===== src/rtl/uart_rx.sv =====
// uart_rx: asynchronous serial receiver with runtime-selectable framing.
//   clk          system clock (50 MHz), rising edge
//   arst         asynchronous reset, active high
//   rx           serial line, asynchronous, idle high
//   baud_rate    00=2400 01=4800 10=9600 11=19200
//   parity_type  00/11=none 01=odd 10=even
//   stop_bits    0=one 1=two
//   data_length  0=7 bits 1=8 bits
//   data_out     last received character (bit 7 = 0 in 7-bit mode)
//   rx_done      one-cycle pulse at frame completion
//   rx_active    high from start detection to end of frame
//   parity_error parity mismatch in last frame
//   frame_error  a stop bit sampled low in last frame
// The DIV_* parameters are the clk counts per 16x oversample tick.
module uart_rx #(
  parameter int DIV_2400  = 1302,
  parameter int DIV_4800  = 651,
  parameter int DIV_9600  = 326,
  parameter int DIV_19200 = 163
) (
  input  logic       clk,
  input  logic       arst,
  input  logic       rx,
  input  logic [1:0] baud_rate,
  input  logic [1:0] parity_type,
  input  logic       stop_bits,
  input  logic       data_length,
  output logic [7:0] data_out,
  output logic       rx_done,
  output logic       rx_active,
  output logic       parity_error,
  output logic       frame_error
);

  typedef enum logic [2:0] {IDLE, START, DATA, PARITY, STOP, DONE} state_t;

  state_t      state;
  logic        rx_s1, rxs;
  logic [1:0]  cfg_baud, cfg_par;
  logic        cfg_stop, cfg_len;
  logic [10:0] div_cnt, div_max;
  logic [3:0]  tick_cnt;
  logic [2:0]  bit_cnt;
  logic [7:0]  shreg;
  logic        par_acc, par_pend, fe_pend, stop_cnt, armed;
  logic        tick, samp, par_en, last_bit, fe_final;

  always_comb begin
    div_max = 11'(DIV_2400 - 1);
    case (cfg_baud)
      2'b01:   div_max = 11'(DIV_4800 - 1);
      2'b10:   div_max = 11'(DIV_9600 - 1);
      2'b11:   div_max = 11'(DIV_19200 - 1);
      default: div_max = 11'(DIV_2400 - 1);
    endcase
  end

  assign tick     = (div_cnt == div_max);
  // Start bit is checked at its centre (8 ticks); every later bit 16 ticks on.
  assign samp     = tick && (tick_cnt == ((state == START) ? 4'd7 : 4'd15));
  assign par_en   = (cfg_par == 2'b01) || (cfg_par == 2'b10);
  assign last_bit = (bit_cnt == (cfg_len ? 3'd7 : 3'd6));
  assign fe_final = fe_pend | ~rxs;

  always_ff @(posedge clk or posedge arst) begin
    if (arst) begin
      rx_s1 <= 1'b1;
      rxs   <= 1'b1;
    end else begin
      rx_s1 <= rx;
      rxs   <= rx_s1;
    end
  end

  always_ff @(posedge clk or posedge arst) begin
    if (arst) begin
      state        <= IDLE;
      cfg_baud     <= 2'b00;
      cfg_par      <= 2'b00;
      cfg_stop     <= 1'b0;
      cfg_len      <= 1'b0;
      div_cnt      <= '0;
      tick_cnt     <= '0;
      bit_cnt      <= '0;
      shreg        <= '0;
      par_acc      <= 1'b0;
      par_pend     <= 1'b0;
      fe_pend      <= 1'b0;
      stop_cnt     <= 1'b0;
      armed        <= 1'b1;
      data_out     <= 8'h00;
      rx_done      <= 1'b0;
      rx_active    <= 1'b0;
      parity_error <= 1'b0;
      frame_error  <= 1'b0;
    end else begin
      rx_done <= 1'b0;
      // Divider idles at 0, so it restarts exactly at start detection.
      if (state == IDLE || state == DONE) begin
        div_cnt  <= '0;
        tick_cnt <= '0;
      end else begin
        div_cnt <= tick ? 11'd0 : div_cnt + 11'd1;
        if (tick) tick_cnt <= samp ? 4'd0 : tick_cnt + 4'd1;
      end
      case (state)
        IDLE: begin
          // After a framing error (e.g. break) wait for the line to go idle.
          if (!armed) begin
            if (rxs) armed <= 1'b1;
          end else if (!rxs) begin
            state     <= START;
            rx_active <= 1'b1;
            cfg_baud  <= baud_rate;
            cfg_par   <= parity_type;
            cfg_stop  <= stop_bits;
            cfg_len   <= data_length;
            bit_cnt   <= '0;
            par_acc   <= 1'b0;
            par_pend  <= 1'b0;
            fe_pend   <= 1'b0;
            stop_cnt  <= 1'b0;
          end
        end
        START: if (samp) begin
          if (rxs) begin
            state     <= IDLE;
            rx_active <= 1'b0;
          end else begin
            state <= DATA;
          end
        end
        DATA: if (samp) begin
          shreg   <= {rxs, shreg[7:1]};
          par_acc <= par_acc ^ rxs;
          bit_cnt <= bit_cnt + 3'd1;
          if (last_bit) state <= par_en ? PARITY : STOP;
        end
        PARITY: if (samp) begin
          par_pend <= (cfg_par == 2'b01) ? ~(par_acc ^ rxs) : (par_acc ^ rxs);
          state    <= STOP;
        end
        STOP: if (samp) begin
          if (cfg_stop && !stop_cnt) begin
            stop_cnt <= 1'b1;
            fe_pend  <= fe_final;
          end else begin
            // Results land as DONE is entered so they are visible with rx_done.
            state        <= DONE;
            data_out     <= cfg_len ? shreg : {1'b0, shreg[7:1]};
            parity_error <= par_en & par_pend;
            frame_error  <= fe_final;
            rx_done      <= 1'b1;
            rx_active    <= 1'b0;
            armed        <= ~fe_final;
          end
        end
        DONE:    state <= IDLE;
        default: state <= IDLE;
      endcase
    end
  end

endmodule


===== config.mk =====
export PLATFORM = sky130hd
export DESIGN_NAME = uart_rx
export DESIGN_NICKNAME = d
export VERILOG_FILES = /design/src/rtl/uart_rx.sv
export SDC_FILE = /design/constraint.sdc
export NUM_CORES = 1
export LEC_CHECK = 0
export CAP_MARGIN = 25
export CELL_PAD_IN_SITES_DETAIL_PLACEMENT = 1
export CELL_PAD_IN_SITES_GLOBAL_PLACEMENT = 2
export CORE_AREA = 4 4 130 82
export DETAILED_ROUTE_END_ITERATION = 7
export DIE_AREA = 0 0 134 86
export GPL_ROUTABILITY_DRIVEN = 0
export PLACE_DENSITY = 0.62
export SLEW_MARGIN = 10
export SYNTH_ARGS = -nofsm -noshare
export SYNTH_HDL_FRONTEND = slang
export SYNTH_SLANG_ARGS = --single-unit

===== constraint.sdc =====
create_clock -name clk -period 6 [get_ports clk]
set_input_delay 1.2 -clock clk [delete_from_list [all_inputs] [get_ports clk]]
set_output_delay 1.2 -clock clk [all_outputs]
set_load 0.005 [all_outputs]

==> out/qor.yml, run 1 <==
worst_hold_path:
  worstHoldPathType: "register to register"
  hold_start: "rx_s1$_DFF_PP1_"
clock_tree:
  cts_hold_buffers: 0
  clk_pin_slew_ps: 70
  cts.sinks: 54
  ctsLongestPathBuffers: 2
  insertion_delay_ps: 290
  cts_buffers: 5
  cts.root.buffer_cell: "clkbuf_16"
  postCtsSetupBuffers: 0
  htree_num_levels: 2
  cts_tree: "built"
  cts_resized: 0
final_layout:
  n_antenna_cell: 0
  final_nets: 282
  final_util_pct: 33.8
  layout-drive-gt1-share_pct: 13.0
  syn2layout_area_growth_pct: 19.2
setup_path:
  critical_path_class: "register to register"
  crit_fanout: 11
  rr_startpoint: "cfg_baud[0]$_DFFE_PP0P_"
  worstPathCellList: "nor2b_1 > o32ai_1 > o21ai_1 > nor3_4 > and4_1 > mux2_1"
  crit_path_end_kind: "register"
  critPathMaxStageDelay_ps: 650
  reg2reg_slack_ps: 3310
  critical_path.startpoint: "cfg_baud[0]$_DFFE_PP0P_"
  cp_slowest_cell: "and4_1"
  worstPathRequired_ps: 6170
  startpoint_type: "register"
  arrival_ps: 2870
grt:
  grt_pass1_vias: 1941
  grt_usage_pct: 12.2
  grt_use_met3_pct: 3.28
  grtUsageMet1_pct: 20.2
  grt-ovfl-total: 0
  use_met2_pct: 15.5
  antenna_found_initial: 0
  grt_pass1_wl_mm: 11.1
  grt_max_degree: 55
  busiest_layer: "met1"
routing:
  wire_per_inst_um: 16.0
  avgViaCountPerCell: 4.71
  antenna_left: 0
  drt-pass1-iter-count: 4
  drtIter0Drc: 115
  num_vias: 1909
  drcViolationCount: 0
  finalWirelength_mm: 6.47
synthesis:
  ys_ff_latch: 54
  syn_area_um2: 2710
  yosysTopAreaCellShare_pct: 47.1
  synth_top_cells_by_area: "dfrtp_1 (47%), mux2_1 (6.2%), mux2_2 (5.8%), nor2_1 (3.5%), nand2_1 (3.3%)"
  yosysWarnings: 0
  yosysSeqAreaShare_pct: 50.0
  syn_nets: 265
  syn_inst: 252
  synth_edf_count: 0
  ys_async_sr_fraction_pct: 100
  ys_types: 48
  synth_flop_cell: "dfrtp_1"
  yosysTopAreaCell: "dfrtp_1"
  syn_area_per_cell_um2: 10.8
floorplanning:
  core-area_um2: 9560
  row_count: 28
  ios: 21
  dieArea_um2: 11500
  die_h_um: 86
  start_util_pct: 28.3
  die_w_um: 134
sta:
  relSlewSlack_pct: 52.5
  worstMarginPinSlew_ps: 693
  whs_ps: 363
  setup-violations-final: 0
  maxSlewViolCount: 0
  min_period_ps: 2690
  final-hold-violation-count: 0
  rsz0062_at_grt: "false"
  post-route-period-util_pct: 44.9
  fmax_mhz: 371
  finClkSkew_ps: 7.14
  tns_ps: 0
place:
  portBuffers: 20
  hpwl_mm: 4.64
flow_run:
  maxCapViolCount: 0
status:
  outcome: "completed"
power:
  leakage_uw: 0.00145
  ir_drop_v: 0.000173
  power_density_nw_per_um2: 332
==> where the power goes <==
group	leakage (µW)	internal, µW	total, µW	switching (µW)
Combinational	0.000638	93.7	205	111
Clock	0.0000971	251	389	138
Sequential	0.000714	403	479	75.5
==> path summary, 6_finish.rpt <==
| path | cells past startpoint | endpoint |
|---|---|---|
| setup / recovery | 6 | shreg[6]$_DFFE_PP0P_ |
| setup reg to reg | 6 | shreg[6]$_DFFE_PP0P_ |
| hold / removal | 0 | rxs$_DFF_PP1_ |
| max in group asynchronous | 3 | cfg_par[0]$_DFFE_PP0P_ |
| min in group asynchronous | 3 | rx_active$_DFFE_PP0P_ |
| hold reg to reg | 0 | rxs$_DFF_PP1_ |
==> metal layers <==
layer	wire (µm)	share of wire [%]	vias to the layer above
li1	-	-	908
met1	3770	58	983
met2	2470	38	16
met3	199	3.1	2
met4	29	0.45	0
met5	0	0	-
==> kinds of logic (layout without fill, tap and decap cells) <==
logic type | after synthesis | after routing | share of synthesized area (%)
mux | 35 | 35 | 14.3
fa+ha+maj | 4 | 4 | 1.85
flops | 54 | 54 | 50.0
buf+inv | 19 | 37 | 3.09
simple gates | 96 | 96 | 18.3
compound gates | 30 | 30 | 7.98
xor+xnor | 14 | 14 | 4.52
==> Yosys cell counts, types with 2 or more instances <==
master    number
dfrtp_1       51
nor2_1        25
nand2_1       24
mux2_1        15
mux2_2        14
nand3_1       10
xnor2_1        9
clkbuf_1       7
inv_1          7
mux2i_1        6
o21ai_0        6
a21oi_1        5
nor2b_1        5
xor2_1         5
and2_1         4
ha_1           4
nand2b_1       4
nand3b_1       4
buf_4          3
dfstp_2        3
nor3_1         3
nor3b_1        3
nor4_1         3
o21ai_1        3
a22oi_1        2
and3_1         2
and4_1         2
o31ai_1        2
or3b_2         2
==> critical path, delay by kind of cell (launching register included) <==
family | cells | cell delay (ps)
AO/OA/AOI/OAI | 2 | 440
AND/OR/NAND/NOR | 3 | 1240
flip-flops | 1 | 500
multiplexers | 1 | 390
==> cells in the final DEF (no fill, tap or decap), types with 2 or more instances in the layout <==
master and instances:
mux2_2 14, clkbuf_16 5, inv_2 2, nand3_1 10, o21ai_1 3, xnor2_1 9, dfstp_2 3, inv_1 6
nor3_1 3, ha_1 4, and4_1 2, and2_1 4, a22oi_1 2, nor2b_1 5, clkdlybuf4s50_1 20, bufinv_16 2
mux2i_1 6, xor2_1 5, a21oi_1 5, o31ai_1 2, nand2_1 24, nand3b_1 4, nor2_1 25, nor4_1 3
nor3b_1 3, nand2b_1 4, mux2_1 15, and3_1 2, o21ai_0 6, or3b_2 2, dfrtp_1 51
==> flip-flops by register name (all words and copies together) (netlist names), 2 cells and up <==
register  flops
state         3
div_cnt      11
data_out      8
bit_cnt       3
cfg_baud      2
tick_cnt      4
shreg         8
cfg_par       2
==> per-stage QoR <==
stage	total power, µW	std cells	setup WS (ps)	area, µm²
after floorplan	631	252	3490	2710
after global placement	691	397	3310	3030
after detailed placement	696	397	3300	3030
after CTS	1090	405	3290	3230
after global routing	1140	405	3050	3230
final	1070	405	3310	3230
==> layout make-up <==
| cell class | count | area, µm² |
|---|---|---|
| Clock buffer | 6 | 139 |
| Timing Repair Buffer | 21 | 208 |
| Multi-Input combinational cell | 179 | 1270 |
| Sequential cell | 54 | 1360 |
| Tap cell | 135 | 169 |
| Fill cell | 1066 | 6330 |
| Inverter | 8 | 30.0 |
| Clock inverter | 2 | 60.1 |
(Power assumes the default switching activity.)
==> run 2, diff against run 1 <==
--- a/config.mk
+++ b/config.mk
@@ -12,7 +12,7 @@
 export DETAILED_ROUTE_END_ITERATION = 7
 export DIE_AREA = 0 0 134 86
 export GPL_ROUTABILITY_DRIVEN = 0
-export PLACE_DENSITY = 0.62
+export PLACE_DENSITY = 0.64
 export SLEW_MARGIN = 10
 export SYNTH_ARGS = -nofsm -noshare
 export SYNTH_HDL_FRONTEND = slang
==> constraint.sdc (replaced) <==
create_clock -name clk -period 2.3 [get_ports clk]
set_input_delay 0.46 -clock clk [delete_from_list [all_inputs] [get_ports clk]]
set_output_delay 0.46 -clock clk [all_outputs]
set_load 0.005 [all_outputs]
==> run 2 against run 1 <==
Effect of this change:
- worst hold slack got worse by 3.7 ps
- highest routed layer unchanged
- sequential share of layout area is 2.0 points lower
- cell count is 4.9% higher
- design area is 5.3% higher
- global-route usage is 0.050 points higher
==> out/qor.yml, run 2 (synthesized netlist as in run 1, its figures left out) <==
power:
  clockPowerShare_pct: 30.2  # -6.1 points
  power_frac_comb_pct: 25.6  # +6.5 points
  leakage_uw: 0.00154  # +6.5%
  swShare_pct: 31.5  # +1.2 points
  p_seq_share_pct: 44.2  # -0.4 points
  power_density_nw_per_um2: 809  # +140%
  p_sw_uw: 868  # +170%
  p_int_uw: 1880  # +150%
  ir_drop_v: 0.000422  # +140%
final_layout:
  top_regs: "div_cnt: 11 flops, data_out: 8 flops, shreg: 8 flops"
  n_antenna_cell: 0  # unchanged
  layout-drive-gt1-share_pct: 21.7  # +8.8 points
  final_common_cell: "dfrtp_1"
  syn2layout_area_growth_pct: 25.5
  max_flop_register: "div_cnt"
  layout_common_cells: "dfrtp_1 (48), nor2_1 (25), nand2_1 (23), clkdlybuf4s50_1 (20), buf_4 (19)"
  final_util_pct: 35.6  # +1.8 points
  largest_register_ff_count: 11  # unchanged
  final_nets: 302  # +7.1%
  stdcell_count: 425  # +4.9%
  postLayoutCellArea_um2: 3400  # +5.3%
routing:
  wire_per_inst_um: 15.4  # -3.6%
  drt-pass1-iter-count: 4  # unchanged
  num_vias: 1970  # +3.2%
  finalWirelength_mm: 6.54  # +1.2%
  avgViaCountPerCell: 4.64  # -1.7%
  drtIter0Drc: 121  # +5.2%
  drcViolationCount: 0  # unchanged
  antenna_left: 0  # unchanged
setup_path:
  crit_fanout: 11  # unchanged
  startpoint_type: "register"
  crit_path_end_kind: "register"
  arrival_ps: 2350  # -520 ps
  reg2reg_slack_ps: 130  # -3180 ps
  worstPathCellList: "nand2b_1 > xor2_2 > nand2_2 > nor3_4 > and4_4 > buf_12 > mux2_1"
  cp_slowest_cell: "dfrtp_2"
  critPathMaxStageDelay_ps: 480  # -170 ps
  critical_path_class: "register to register"
  worstPathRequired_ps: 2470  # -3700 ps
clock_tree:
  cts.sinks: 54  # unchanged
  cts_buffers: 5  # unchanged
  insertion_delay_ps: 290  # about the same
  clk_pin_slew_ps: 70  # about the same
  ctsLongestPathBuffers: 2  # unchanged
  cts.root.buffer_cell: "clkbuf_16"
  cts_tree: "built"
  htree_num_levels: 2  # unchanged
  cts_hold_buffers: 0  # unchanged
sta:
  tns_ps: 0  # unchanged
  finClkSkew_ps: 3.16  # -3.99 ps
  post-route-period-util_pct: 94.5  # +50 points
  rsz0062_at_grt: "false"
  maxSlewViolCount: 0  # unchanged
  setup-violations-final: 0  # unchanged
  final-hold-violation-count: 0  # unchanged
  fmax_mhz: 460  # +24%
  relSlewSlack_pct: 73.9  # +21 points
  worstMarginPinSlew_ps: 388  # -305 ps
  min_period_ps: 2170  # -519 ps
floorplanning:
  die_w_um: 134  # unchanged
  core-area_um2: 9560  # unchanged
  die_h_um: 86  # unchanged
  dieArea_um2: 11500  # unchanged
  ios: 21  # unchanged
  start_util_pct: 28.3  # unchanged
  row_count: 28  # unchanged
place:
  hpwl_mm: 4.84  # +4.3%
  portBuffers: 20  # unchanged
  dp_cells: 413  # +4.0%
  placed_area_um2: 3180  # +4.8%
grt:
  grt_pass1_wl_mm: 11.1  # -0.56%
  grt_usage_pct: 12.3  # +0.050 points
  grt-ovfl-total: 0  # unchanged
  busiest_layer: "met1"
  grt_max_degree: 55  # unchanged
  grt_pass1_vias: 2008  # +3.5%
  use_met2_pct: 16.2  # +0.69 points
  grtUsageMet1_pct: 19.7  # -0.51 points
  grt_use_met3_pct: 2.75  # -0.53 points
  antenna_found_initial: 0  # unchanged
flow_run:
  maxCapViolCount: 0  # unchanged
status:
  outcome: "completed"
worst_hold_path:
  worstHoldPathType: "register to register"
[run 2: cell count changes in the layout (fill, tap and decap cells not counted), moves of 2 or more]
cell       previous run  this run
dfrtp_1              51        48
bufinv_16             2         0
clkbuf_8              1         3
dfrtp_2               0         3
buf_12                0         2
buf_4                 1        19
[run 2: layout make-up]
type | instances | area [µm²]
fill | 1061 | 6160
sequential | 54 | 1360
multi-input combinational | 179 | 1300
timing repair buffer | 41 | 383
tap | 135 | 169
clock buffer | 8 | 166
inverter | 8 | 30.0
[run 2: final timing paths]
kind | from | endpoint | cells after the start
max | cfg_baud[0]$_DFFE_PP0P_ | shreg[0]$_DFFE_PP0P_ | 7
min | rx_s1$_DFF_PP1_ | rxs$_DFF_PP1_ | 0
max reg2reg | cfg_baud[0]$_DFFE_PP0P_ | shreg[0]$_DFFE_PP0P_ | 7
min reg2reg | rx_s1$_DFF_PP1_ | rxs$_DFF_PP1_ | 0
max in group asynchronous | arst | rxs$_DFF_PP1_ | 3
min in group asynchronous | arst | state[1]$_DFFE_PP0P_ | 3
[run 2: through the flow]
| step | hold slack [ps] | worst slack [ps] | power (µW) |
|---|---|---|---|
| 3_3_place_gp | 351 | 113 | 1840 |
| 6_report | 359 | 127 | 2750 |
| 2_1_floorplan | 345 | 171 | 1650 |
| 3_5_place_dp | 349 | 14.0 | 1860 |
| 4_1_cts | 363 | 46.5 | 2720 |
| 5_1_grt | 368 | 8.11 | 2940 |
[run 2: power by group through the flow]
stage                     logic [µW]  registers, µW  clock network [µW]
final                            705           1220                 831
after CTS                        645           1210                 868
after floorplan                  499           1150                   0
after detailed placement         640           1220                   0
after global placement           626           1220                   0
after global routing             800           1240                 906
[run 2: repair_timing]
action                                  in CTS  in global routing
endpoints found under the setup margin       2                 19
resized for setup                            1                  7
pin swaps                                    0                  1
setup buffers                                0                  4
[run 2: routing by layer]
layer  part of all wire (%)  vias to the layer above
met2                     39                       20
met4                   0.93                        0
met5                      0                        -
li1                       -                      958
met3                    2.4                        4
met1                     57                      988
[run 2: critical path: cells and delay by family, from the launching register on]
family	cells	cell delay, ps
xor gates and xnor gates	1	240
DFF	1	480
buffers and inverters	1	130
and+or+nand+nor	4	870
muxes	1	320
==> run 3, diff against run 2 <==
--- a/config.mk
+++ b/config.mk
@@ -8,9 +8,9 @@
 export CAP_MARGIN = 25
 export CELL_PAD_IN_SITES_DETAIL_PLACEMENT = 1
 export CELL_PAD_IN_SITES_GLOBAL_PLACEMENT = 2
-export CORE_AREA = 4 4 130 82
+export CORE_AREA = 2 2 128 80
 export DETAILED_ROUTE_END_ITERATION = 7
-export DIE_AREA = 0 0 134 86
+export DIE_AREA = 0 0 130 82
 export GPL_ROUTABILITY_DRIVEN = 0
 export PLACE_DENSITY = 0.64
 export SLEW_MARGIN = 10
==> run 3 against run 2 <==
Effect of this change:
- via count down 0.56%
- clock power down 5.8%
- wire length down 3.1%
- total power down 1.6%
- maximum frequency down 2.3%
- highest routed layer unchanged
==> out/qor.yml, run 3 (synthesized netlist as in run 1, its figures left out) <==
sta:
  min_period_ps: 2220  # +50.6 ps
  tns_ps: 0  # unchanged
  rsz0062_at_grt: "true"
  post-route-period-util_pct: 96.7  # +2.2 points
  setup-violations-final: 0  # unchanged
  final-hold-violation-count: 0  # unchanged
  finClkSkew_ps: 6.76  # +3.60 ps
  worstMarginPinSlew_ps: 420  # +31.7 ps
  whs_ps: 357  # -2.53 ps
  fmax_mhz: 450  # -2.3%
  maxSlewViolCount: 0  # unchanged
  relSlewSlack_pct: 71.8  # -2.1 points
power:
  ir_drop_v: 0.000329  # -22%
  p_sw_uw: 884  # +1.9%
  power_frac_comb_pct: 26.9  # +1.3 points
  clockPowerShare_pct: 28.9  # -1.3 points
  p_seq_share_pct: 44.2  # about the same
  leakage_uw: 0.00153  # -0.72%
  p_int_uw: 1830  # -3.2%
  swShare_pct: 32.6  # +1.1 points
  power_density_nw_per_um2: 799  # -1.2%
setup_path:
  rr_startpoint: "cfg_baud[1]$_DFFE_PP0P_"
  crit_fanout: 11  # unchanged
  critical_path_class: "register to register"
  startpoint_type: "register"
  r2r_cells: 8  # +1
  crit_path_end_kind: "register"
  arrival_ps: 2450  # +100 ps
  reg2reg_to: "div_cnt[10]$_DFF_PP0_"
  reg2reg_slack_ps: 80  # -50 ps
  worstPathRequired_ps: 2530  # +60 ps
place:
  portBuffers: 20  # unchanged
  hpwl_mm: 4.48  # -7.5%
  dp_cells: 413  # unchanged
status:
  outcome: "completed"
final_layout:
  final_nets: 302  # unchanged
  stdcell_count: 425  # unchanged
  layout-drive-gt1-share_pct: 21.7  # unchanged
  top_regs: "div_cnt: 11 flops, data_out: 8 flops, shreg: 8 flops"
  largest_register_ff_count: 11  # unchanged
  syn2layout_area_growth_pct: 25.1
  final_common_cell: "dfrtp_1"
  final_util_pct: 35.5  # -0.12 points
  fillCellCount: 1050  # -1.0%
  regArea_um2: 1360  # about the same
  layout_common_cells: "dfrtp_1 (49), nor2_1 (25), nand2_1 (24), clkdlybuf4s50_1 (20), buf_4 (18)"
  n_antenna_cell: 0  # unchanged
  multi_input_comb_area_um2: 1300  # +0.58%
  max_flop_register: "div_cnt"
clock_tree:
  cts_hold_buffers: 0  # unchanged
  clk_pin_slew_ps: 70  # about the same
  cts_tree: "built"
  insertion_delay_ps: 300  # about the same
  cts.root.buffer_cell: "clkbuf_16"
  ctsLongestPathBuffers: 2  # unchanged
  htree_num_levels: 2  # unchanged
  cts.sinks: 54  # unchanged
  cts_buffers: 5  # unchanged
floorplanning:
  row_count: 28  # unchanged
  dieArea_um2: 10700  # -7.5%
  ios: 21  # unchanged
  start_util_pct: 28.3  # unchanged
  die_h_um: 82  # -4.7%
  core-area_um2: 9560  # unchanged
  die_w_um: 130  # -3.0%
routing:
  num_vias: 1959  # -0.56%
  avgViaCountPerCell: 4.61  # -0.56%
  drt-pass1-iter-count: 4  # unchanged
  drcViolationCount: 0  # unchanged
  drtIter0Drc: 95  # -21%
  finalWirelength_mm: 6.34  # -3.1%
  antenna_left: 0  # unchanged
  wire_per_inst_um: 14.9  # -3.1%
worst_hold_path:
  min_to: "rxs$_DFF_PP1_"
  hold_start: "rx_s1$_DFF_PP1_"
  hold_depth: 0  # unchanged
  worstHoldPathType: "register to register"
grt:
  grt_pass1_vias: 2007  # -0.050%
  grt_pass1_wl_mm: 10.6  # -4.6%
  grt_max_degree: 55  # unchanged
  grt-ovfl-total: 0  # unchanged
  grt_usage_pct: 13.0  # +0.77 points
  antenna_found_initial: 0  # unchanged
flow_run:
  maxCapViolCount: 0  # unchanged
run 3: final cells by class:
class	instances	area share (%)
timing repair buffer	41	11.2
inverter	8	0.885
sequential	54	40.0
clock inverter	2	0.369
clock buffer	6	4.09
multi-input combinational	179	38.4
tap	135	4.98
run 3: worst max-delay path: stages, from the launching register on:
cell and delay, ps:
dfrtp_2 470, nor3b_1 160, o211a_1 230, o22ai_2 330, nor3_4 100, buf_4 150, buf_4 140, or2_2 410
nor2_1 150
run 3: how the worst max path moves through the flow:
stage,startpoint,slack [ps],to
finish,cfg_baud[1]$_DFFE_PP0P_,80,div_cnt[10]$_DFF_PP0_
global route,cfg_baud[1]$_DFFE_PP0P_,-20,div_cnt[9]$_DFF_PP0_
CTS,cfg_baud[0]$_DFFE_PP0P_,9,shreg[1]$_DFFE_PP0P_
detailed placement,cfg_baud[0]$_DFFE_PP0P_,10,shreg[1]$_DFFE_PP0P_
global placement,cfg_baud[0]$_DFFE_PP0P_,120,shreg[0]$_DFFE_PP0P_
floorplan,cfg_baud[0]$_DFFE_PP0P_,170,shreg[7]$_DFFE_PP0P_
run 3: routing by layer:
metal  GRT usage [%]  wire, µm  part of all wire [%]  up-vias
li1                -         -                     -      956
met1            20.9      3640                    57      969
met2            16.6      2390                    38       28
met3            3.06       227                   3.6        6
met4            4.19        80                   1.3        0
met5               0         0                     0        -
run 3: timing repair:
action	in CTS	in global routing
buffers inserted	0	4
pin swaps	0	1
resized for setup	1	7
endpoints found under the setup margin	2	21
run 3: power groups by stage:
stage               Sequential (µW)  Clock (µW)  Combinational (µW)
floorplan                      1150           0                 499
global placement               1220           0                 625
detailed placement             1220           0                 629
CTS                            1210         818                 643
global route                   1210         849                 815
finish                         1200         783                 730
run 3: per-stage QoR:
step           power (µW)  instance area, µm²  worst slack, ps
4_1_cts              2670                3330             9.07
5_1_grt              2880                3390            -16.8
2_1_floorplan        1650                2710              171
3_5_place_dp         1850                3180             11.9
3_3_place_gp         1840                3180              120
6_report             2710                3390             76.4
==> edit, RTL diff (flow settings as in run 3) <==
Put one more register stage on the output `rx_active`, with the module's reset. The value now appears one clock later. The other outputs are not delayed to match.
--- a/src/rtl/uart_rx.sv
+++ b/src/rtl/uart_rx.sv
@@ -35,2 +35,4 @@
   typedef enum logic [2:0] {IDLE, START, DATA, PARITY, STOP, DONE} state_t;
+
+  logic rx_active_s0;
 
@@ -92,3 +94,3 @@
       rx_done      <= 1'b0;
-      rx_active    <= 1'b0;
+      rx_active_s0 <= 1'b0;
       parity_error <= 1'b0;
@@ -112,3 +114,3 @@
             state     <= START;
-            rx_active <= 1'b1;
+            rx_active_s0 <= 1'b1;
             cfg_baud  <= baud_rate;
@@ -127,3 +129,3 @@
             state     <= IDLE;
-            rx_active <= 1'b0;
+            rx_active_s0 <= 1'b0;
           end else begin
@@ -153,3 +155,3 @@
             rx_done      <= 1'b1;
-            rx_active    <= 1'b0;
+            rx_active_s0 <= 1'b0;
             armed        <= ~fe_final;
@@ -163,2 +165,10 @@
 
+  always_ff @(posedge clk or posedge arst) begin
+    if (arst) begin
+      rx_active <= '0;
+    end else begin
+      rx_active <= rx_active_s0;
+    end
+  end
+
 endmodule
Behaviour: not the same (Yosys sat finds a counterexample within 4 cycles, from zero or initial values and one cycle with arst high).
==> edit against run 3 <==
The run now ends with setup timing left; design area increased by 9.6%; combinational power is 34% higher; sequential share of layout area fell by 2.9 points; synthesized area grew 1.6%; total power rose by 13%; non-clock buffer count grew 18; die area unchanged; worst setup slack lost 0.10 ns; global-route usage rose by 1.6 points; sequential cell count up 1; final cell count rose by 6.6%; wire length up 14%; highest routed layer unchanged.
==> edit: results (changes against run 3) <==
clocking:
  cts_made_buffers: 5  # unchanged
  clk_latency_ns: 0.30  # about the same
  ctsRootBufferMaster: "clkbuf_16"  # unchanged
  clk_pin_slew_ns: 0.07  # about the same
  cts_max_path_buffers: 2  # unchanged
  htreeDepth: 2  # unchanged
synthesis:
  synthXorXnorAreaFrac: 0.0445  # was 0.0452
  synthesis.nets: 275  # was 265
  synth_mux_area_frac: 0.105  # was 0.143
  ys_top_cells_by_area: "dfrtp_1, mux2i_1, nand2_1, o21ai_0, mux2_2"  # was dfrtp_1, mux2_1, mux2_2, nor2_1, nand2_1
  synth_compound_gate_area_share: 0.106  # was 0.0798
  synth_commonest_cells: "dfrtp_1, nand2_1, nor2_1"  # was dfrtp_1, nor2_1, nand2_1
  synth_fa_ha_area_frac: 0.0182  # was 0.0185
  yosys_warnings: 0  # unchanged
  yosysUniqueCellTypes: 50  # was 48
  async_flop_share: 1.00  # unchanged
  ys_seq_area_frac: 0.501  # was 0.500
finish:
  largest_registers: "div_cnt x11, data_out x8, shreg x8"  # unchanged
  insertedDiodeCount: 0  # unchanged
  drive_above_1_share: 0.283  # was 0.217
  nNetsFinal: 330  # was 302
pwr:
  p_int_mw: 2.13  # was 1.83 mW
  worst_ir_drop_vdd_mv: 0.444  # was 0.329 mV
  p_clk_frac: 0.297  # was 0.289
  p_leak_nw: 1.64  # was 1.53 nW
  p_seq_mw: 1.17
route:
  vias_per_cell: 4.63  # was 4.61
  wl_per_cell_um: 15.9  # was 14.9 µm
  drt_iter0_drc: 99  # was 95
  firstDrtPassIters: 4  # unchanged
timing:
  setup_viol: 8  # was 0
  finClkSkew_ns: 0.00708  # was 0.00676 ns
  fin_tns_setup_ns: -0.159  # was 0 ns
  tightest_slew_ns: 0.618  # was 0.420 ns
  fin_ws_ns: -0.0256  # was 0.0764 ns
critical_path:
  critPathMaxFanout: 8  # was 11
  worstPathArrival_ns: 2.51  # was 2.45 ns
  crit_start: "state[1]"  # was cfg_baud[1]
grt:
  grt_pass1_wl_um: 11600  # was 10,600 µm
  grt_max_degree: 44  # was 55
  grtUsageTotal: 0.146  # was 0.130
  grt_antenna_before_repair: 0  # unchanged
  grt_pass1_vias: 2087  # was 2,007
status:
  outcome: "finished, violations left"  # was complete, no violations
  failed_checks: "setup timing"
place:
  pre_cts_ws_ns: -0.0680  # was 0.0119 ns
  dp_hpwl_um: 5150  # was 4480 µm
  io_buffer_count: 20  # unchanged
min_path:
  min_path_type: "reg -> reg"  # unchanged
  min_from: "rx_s1"  # unchanged
==> edit: worst paths after layout <==
kind	endpoint	slack [ns]	depth (start not counted)
max	shreg[3]	-0.03	6
min	rxs	0.36	0
max reg2reg	shreg[3]	-0.03	6
min reg2reg	rxs	0.36	0
max in group asynchronous	armed	1.27	3
min in group asynchronous	parity_error	0.44	2
==> edit: per-layer routing <==
| metal | GRT usage | part of all wire |
|---|---|---|
| met1 | 0.239 | 0.58 |
| met2 | 0.182 | 0.38 |
| met3 | 0.0306 | 0.030 |
| met4 | 0.0484 | 0.011 |
| met5 | 0 | 0 |
==> edit: repair_timing <==
| item | 4_1_cts | 5_1_grt |
|---|---|---|
| setup endpoints to repair | 9 | 29 |
| setup buffers | 5 | 4 |
| gates cloned | 0 | 1 |
| gates resized for setup | 9 | 25 |
| pin swaps | 4 | 6 |
| endpoints found under the hold margin | 0 | 0 |
==> edit: through the flow <==
stage	cells	total power, mW	instance area [µm²]	util
finish	453	3.06	3720	0.389
global route	453	3.25	3720	0.389
CTS	448	3.02	3610	0.377
detailed placement	435	2.02	3340	0.349
global placement	435	2.01	3340	0.349
floorplan	262	1.67	2800	-
==> edit: worst max-delay path: stages, from the launching register on <==
cell and delay [ns]:
dfrtp_1 0.41, nor3b_4 0.25, mux2_4 0.35, or4_4 0.63
nor2_4 0.14, buf_12 0.14, mux2_4 0.30
==> edit: cell type report <==
| type | instances | area [µm²] |
|---|---|---|
| sequential | 55 | 1380 |
| multi-input combinational | 188 | 1410 |
| tap | 135 | 169 |
| clock buffer | 6 | 139 |
| timing repair buffer | 59 | 557 |
| inverter | 8 | 30.0 |
| fill | 1064 | 5850 |
| clock inverter | 2 | 35.0 |
